<file path="config.mk">
export PLATFORM = sky130hd
export DESIGN_NAME = gemm_pe_sequencer
export DESIGN_NICKNAME = d
export VERILOG_FILES = /design/src/rtl/gemm_seq_pkg.sv /design/src/rtl/gemm_pe_sequencer.sv
export SDC_FILE = /design/constraint.sdc
export NUM_CORES = 1
export LEC_CHECK = 0
export CAP_MARGIN = 10
export CELL_PAD_IN_SITES_DETAIL_PLACEMENT = 1
export CELL_PAD_IN_SITES_GLOBAL_PLACEMENT = 2
export CORE_UTILIZATION = 38
export CTS_CLUSTER_DIAMETER = 30
export DETAILED_ROUTE_END_ITERATION = 6
export DONT_BUFFER_PORTS = 1
export PLACE_DENSITY_LB_ADDON = 0.05
export SYNTH_ARGS = -nofsm -noshare
export SYNTH_HDL_FRONTEND = slang
export SYNTH_SLANG_ARGS = --single-unit
</file>
<file path="constraint.sdc">
create_clock -name clk_i -period 8.3 [get_ports clk_i]
set_clock_uncertainty 0.1 [all_clocks]
set_input_delay 0.83 -clock clk_i [delete_from_list [all_inputs] [get_ports clk_i]]
set_output_delay 0.83 -clock clk_i [all_outputs]
set_load 0.01 [all_outputs]
</file>
<file path="src/rtl/gemm_seq_pkg.sv">
// GEMM PE sequencer shared definitions: FSM state encoding and default widths.
// Latency: n/a (types and constants only).
// Backpressure: n/a.
package gemm_seq_pkg;

  localparam int unsigned IN_DATA_WIDTH_DEF  = 8;
  localparam int unsigned NUM_INPUTS_DEF     = 4;
  localparam int unsigned OUT_DATA_WIDTH_DEF = 32;
  localparam int unsigned K_WIDTH_DEF        = 16;

  typedef enum logic [2:0] {
    ST_IDLE    = 3'd0,
    ST_STREAM  = 3'd1,
    ST_DRAIN   = 3'd2,
    ST_CAPTURE = 3'd3,
    ST_OUTPUT  = 3'd4
  } seq_state_e;

endpackage

</file>
<file path="src/rtl/gemm_pe_sequencer.sv">
// Sequences one dot-product job: joins the A/B operand streams into a MAC PE, then captures and offers the result.
// Latency: res_valid_o rises 3 cycles after the last joined beat (2 cycles after start for an empty job).
// Backpressure: operands transfer only when both streams are valid; the result is held until res_ready_i.
module gemm_pe_sequencer
  import gemm_seq_pkg::*;
#(
  parameter int unsigned InDataWidth  = IN_DATA_WIDTH_DEF,
  parameter int unsigned NumInputs    = NUM_INPUTS_DEF,
  parameter int unsigned OutDataWidth = OUT_DATA_WIDTH_DEF,
  parameter int unsigned KWidth       = K_WIDTH_DEF
) (
  input  logic                              clk_i,
  input  logic                              rst_i,
  input  logic                              start_i,
  input  logic [KWidth-1:0]                 k_len_i,
  output logic                              busy_o,
  output logic                              done_o,
  input  logic [NumInputs*InDataWidth-1:0]  a_data_i,
  input  logic                              a_valid_i,
  output logic                              a_ready_o,
  input  logic [NumInputs*InDataWidth-1:0]  b_data_i,
  input  logic                              b_valid_i,
  output logic                              b_ready_o,
  output logic [NumInputs*InDataWidth-1:0]  pe_a_o,
  output logic [NumInputs*InDataWidth-1:0]  pe_b_o,
  output logic                              pe_a_valid_o,
  output logic                              pe_b_valid_o,
  output logic                              pe_init_save_o,
  output logic                              pe_acc_clr_o,
  input  logic [OutDataWidth-1:0]           pe_c_i,
  output logic [OutDataWidth-1:0]           res_data_o,
  output logic                              res_valid_o,
  input  logic                              res_ready_i
);

  localparam int unsigned BeatWidth = NumInputs * InDataWidth;

  seq_state_e              state_q, state_d;
  logic [KWidth-1:0]       cnt_q, cnt_d;
  logic                    first_q, first_d;
  logic                    zero_job_q, zero_job_d;
  logic [OutDataWidth-1:0] res_q, res_d;

  logic [BeatWidth-1:0]    pe_a_q, pe_b_q;
  logic                    pe_vld_q;
  logic                    pe_init_q;

  logic                    in_stream;
  logic                    fire;

  // A beat only moves when both streams offer data, so neither side can slip ahead of the other.
  assign in_stream = (state_q == ST_STREAM);
  assign fire      = in_stream & a_valid_i & b_valid_i;

  // Next-state, beat counter, result capture and handshake outputs.
  always_comb begin
    state_d      = state_q;
    cnt_d        = cnt_q;
    first_d      = first_q;
    zero_job_d   = zero_job_q;
    res_d        = res_q;
    busy_o       = (state_q != ST_IDLE);
    a_ready_o    = in_stream & b_valid_i;
    b_ready_o    = in_stream & a_valid_i;
    pe_acc_clr_o = 1'b0;
    res_valid_o  = 1'b0;
    done_o       = 1'b0;

    unique case (state_q)
      ST_IDLE: begin
        if (start_i) begin
          cnt_d      = k_len_i;
          first_d    = 1'b1;
          zero_job_d = (k_len_i == '0);
          // An empty job never touches the PE and goes straight to capture.
          state_d    = (k_len_i == '0) ? ST_CAPTURE : ST_STREAM;
        end
      end
      ST_STREAM: begin
        if (fire) begin
          cnt_d   = cnt_q - KWidth'(1);
          first_d = 1'b0;
          if (cnt_q == KWidth'(1)) begin
            state_d = ST_DRAIN;
          end
        end
      end
      ST_DRAIN: begin
        // One cycle for the PE to fold in the last registered beat.
        state_d = ST_CAPTURE;
      end
      ST_CAPTURE: begin
        // The PE may hold stale data on an empty job, so force zero there.
        res_d        = zero_job_q ? '0 : pe_c_i;
        pe_acc_clr_o = 1'b1;
        state_d      = ST_OUTPUT;
      end
      ST_OUTPUT: begin
        res_valid_o = 1'b1;
        if (res_ready_i) begin
          done_o  = 1'b1;
          state_d = ST_IDLE;
        end
      end
      default: begin
        state_d = ST_IDLE;
      end
    endcase
  end

  // FSM state, beat counter and result register.
  always_ff @(posedge clk_i or posedge rst_i) begin
    if (rst_i) begin
      state_q    <= ST_IDLE;
      cnt_q      <= '0;
      first_q    <= 1'b0;
      zero_job_q <= 1'b0;
      res_q      <= '0;
    end else begin
      state_q    <= state_d;
      cnt_q      <= cnt_d;
      first_q    <= first_d;
      zero_job_q <= zero_job_d;
      res_q      <= res_d;
    end
  end

  // PE operand registers: load on a joined beat, otherwise hold with valids low.
  always_ff @(posedge clk_i or posedge rst_i) begin
    if (rst_i) begin
      pe_a_q    <= '0;
      pe_b_q    <= '0;
      pe_vld_q  <= 1'b0;
      pe_init_q <= 1'b0;
    end else begin
      pe_vld_q  <= fire;
      pe_init_q <= fire & first_q;
      if (fire) begin
        pe_a_q <= a_data_i;
        pe_b_q <= b_data_i;
      end
    end
  end

  assign pe_a_o         = pe_a_q;
  assign pe_b_o         = pe_b_q;
  assign pe_a_valid_o   = pe_vld_q;
  assign pe_b_valid_o   = pe_vld_q;
  assign pe_init_save_o = pe_init_q;
  assign res_data_o     = res_q;

endmodule

</file>
==> results.sh <==
export IMPL_dpl_hpwl_um=9520
export IMPL_place_ws_ns=5.48
export IMPL_power_leakage_nw=2.87
export IMPL_post_drt_wl_per_cell_um=18.4
export IMPL_setup_violations=0
export IMPL_start_util=0.392
export IMPL_tightestPinTransition_ns=1.09
export IMPL_grt_start_max_net_pins=68
export IMPL_numPortBuffers=0
export IMPL_avgSynthCellArea_um2=9.01
export IMPL_critPathRequiredTime_ns=8.55
export IMPL_yosysTopAreaCell="dfrtp_1"
export IMPL_arrival_ns=2.98
export IMPL_async_flop_share=1.00
export IMPL_cp_cell_sequence="nor3b_2 > buf_4 > nand3_2 > buf_4 > inv_2 > nand2_1 > nand2_1"
export IMPL_drive_above_1_share=0.0796
export IMPL_htreeDepth=4
export IMPL_clk_latency_ns=0.41
export IMPL_synth_most_common_cell="nand2_1"
export IMPL_grt_pass1_vias=4133
export IMPL_crit_type="reg -> reg"
export IMPL_cts_buffers=17
export IMPL_rr_endpoint="pe_a_o[16]"
export IMPL_die_w_um=119
export IMPL_clockBufferDepth=2
export IMPL_n_antenna_cell=0
export IMPL_drv_slew=0
export IMPL_ys_top_cells_by_area="dfrtp_1, nand2_1, o21ai_0"
export IMPL_status="finished clean"
export IMPL_syn_nets=699
export IMPL_grt_use_total=0.205
export IMPL_holdBufCountCts=0
export IMPL_power_density_mw_per_mm2=305
export IMPL_drt_iter0_drc=244
export IMPL_finalCritPeriodShare=0.330
export IMPL_finalHoldViolations=0
export IMPL_slew_limit_headroom=0.270
export IMPL_reg2reg_from="state_q[2]"
export IMPL_core_mm2=0.0133
export IMPL_antenna_found_initial=0
export IMPL_cp_num_buf_inv=3
export IMPL_crit_family="buffers and inverters"
export IMPL_max_clock_freq_mhz=365
export IMPL_num_fill_cells=1520
export IMPL_cts_tree="yes"
export IMPL_synth_area_mm2=0.00522
export IMPL_layout_nets=685
export IMPL_die_area_mm2=0.0142
export IMPL_layout_min_cycle_time_ns=2.74
export IMPL_post_cts_resized=0
export IMPL_yosysTopAreaCellShare=0.571
export IMPL_hold_class="in -> async"
export IMPL_synth_main_ff_cell="dfrtp_1"
export IMPL_ant_nets=0
export IMPL_seq_area_frac_synth=0.571
export IMPL_std_cell_rows=42
export IMPL_r2r_slack_ns=5.56
export IMPL_setup_ws_ns=5.56
export IMPL_crit_path_top_delay_cell="inv_2"
export IMPL_path_clk_slew_ns=0.05
export IMPL_start_kind="flop"
export IMPL_regArea_mm2=0.00298
export IMPL_ios=223
export IMPL_multi_input_area_mm2=0.00201
export IMPL_synth_edf_count=0
export IMPL_grt_pass1_wl_um=22300
export IMPL_maxCapViolations=0
export IMPL_vias=3951
export IMPL_critPathMaxStageDelay_ns=0.89
export IMPL_ys_ff_latch=119
export IMPL_critPathMaxFanout=67
export IMPL_wl_um=13900
export IMPL_ys_warn_count=0
export IMPL_setup_tns_final_ns=0
export IMPL_gp_congestion=0.779
export IMPL_end_kind="flop"
export IMPL_ys_types=47
export IMPL_overflow=0
export IMPL_ir_worst_vdd_mv=0.134
export IMPL_drtPass1Iterations=4
export IMPL_post_cts_buffers=0
export IMPL_drc=0
export IMPL_grt_setup_unrepaired="false"
export IMPL_clock_sinks=119
export IMPL_finish_utilization=0.443
export IMPL_synth_cells=579
export IMPL_die_height_um=119
export IMPL_synth_common_cells="nand2_1, dfrtp_1, o21ai_0, nand2b_1, clkbuf_1"
export IMPL_area_delta_synth_final_pct=13.0
export IMPL_ctsRootBufferMaster="clkbuf_16"
export IMPL_vias_per_cell=5.24
export IMPL_reg2reg_depth=7
[through the flow]
step,instances,area (um2),total power [W],hold WS [ns]
after floorplan,579,5220,0.000989,0.354
after global placement,722,5280,0.00105,0.371
after detailed placement,722,5280,0.00106,0.368
after CTS,754,5890,0.00183,0.330
after global routing,754,5890,0.00190,0.356
final,754,5890,0.00180,0.307
[registers in the layout, indices dropped and copies added, names as in the netlist]
name / cells
pe_a_o: 32
pe_b_o: 32
res_data_o: 32
cnt_q: 16
state_q: 3
first_q: 1
pe_a_valid_o: 1
pe_init_save_o: 1
zero_job_q: 1
[where the power goes]
group	switching, W	internal (W)
Combinational	0.000148	0.0000875
Sequential	0.000131	0.000682
Clock	0.000253	0.000497
[routing by layer]
| metal | wire (um) | global-route usage | vias to the layer above |
|---|---|---|---|
| met2 | 6210 | 0.303 | 167 |
| met3 | 1420 | 0.100 | 29 |
| li1 | - | - | 1861 |
| met4 | 371 | 0.101 | 0 |
| met1 | 5850 | 0.248 | 1894 |
| met5 | 0 | 0 | - |
[worst max-delay path by stage]
stage,startpoint,endpoint,slack (ns),cells after the start
floorplan,rst_i,cnt_q[0],4.21,1
CTS,state_q[2],pe_a_o[16],5.46,7
finish,state_q[2],pe_a_o[16],5.56,7
global route,state_q[0],pe_a_o[25],5.27,7
global placement,state_q[0],pe_init_save_o,5.52,6
detailed placement,state_q[0],pe_init_save_o,5.48,6
[worst reg2reg max path, stage by stage, from the launching register on]
cell and delay, ns:
dfrtp_1 0.49, nor3b_2 0.21, buf_4 0.28, nand3_2 0.09, buf_4 0.34, inv_2 0.90, nand2_1 0.17, nand2_1 0.10
[final cells by class]
class / instances / share of cell area
flip-flops and latches: 119 / 0.505
clock buffers: 26 / 0.0898
repair buffers: 4 / 0.00509
inverters: 10 / 0.00679
multi-input cells: 413 / 0.341
well taps: 176 / 0.0374
clock inverters: 6 / 0.0146
[logic make-up (layout without fill, tap and decap cells)]
logic type               Yosys count  in the layout  synth area share
multiplexers                       1              1           0.00216
AO/OA/AOI/OAI                     90             90             0.105
flip-flops                       119            119             0.571
buffers and inverters             47             46            0.0444
adder cells (fa/ha/maj)            2              2           0.00480
AND/OR/NAND/NOR                  320            320             0.273
[cell usage in the layout, fill, tap and decap left out, types with 3 or more instances in the layout]
cell type    n
nand2_1    238
dfrtp_1    119
o21ai_0     46
nand2b_1    34
clkbuf_16   17
a21oi_1     12
inv_1        8
nor2_1       8
nor4_1       8
clkbuf_8     7
nand3_1      6
a22oi_1      5
buf_4        4
nor3_1       3
and2_1       3
or3_1        3
o31a_1       3
o211ai_1     3
o2bb2ai_1    3
Power figures use the tool's default switching activity.
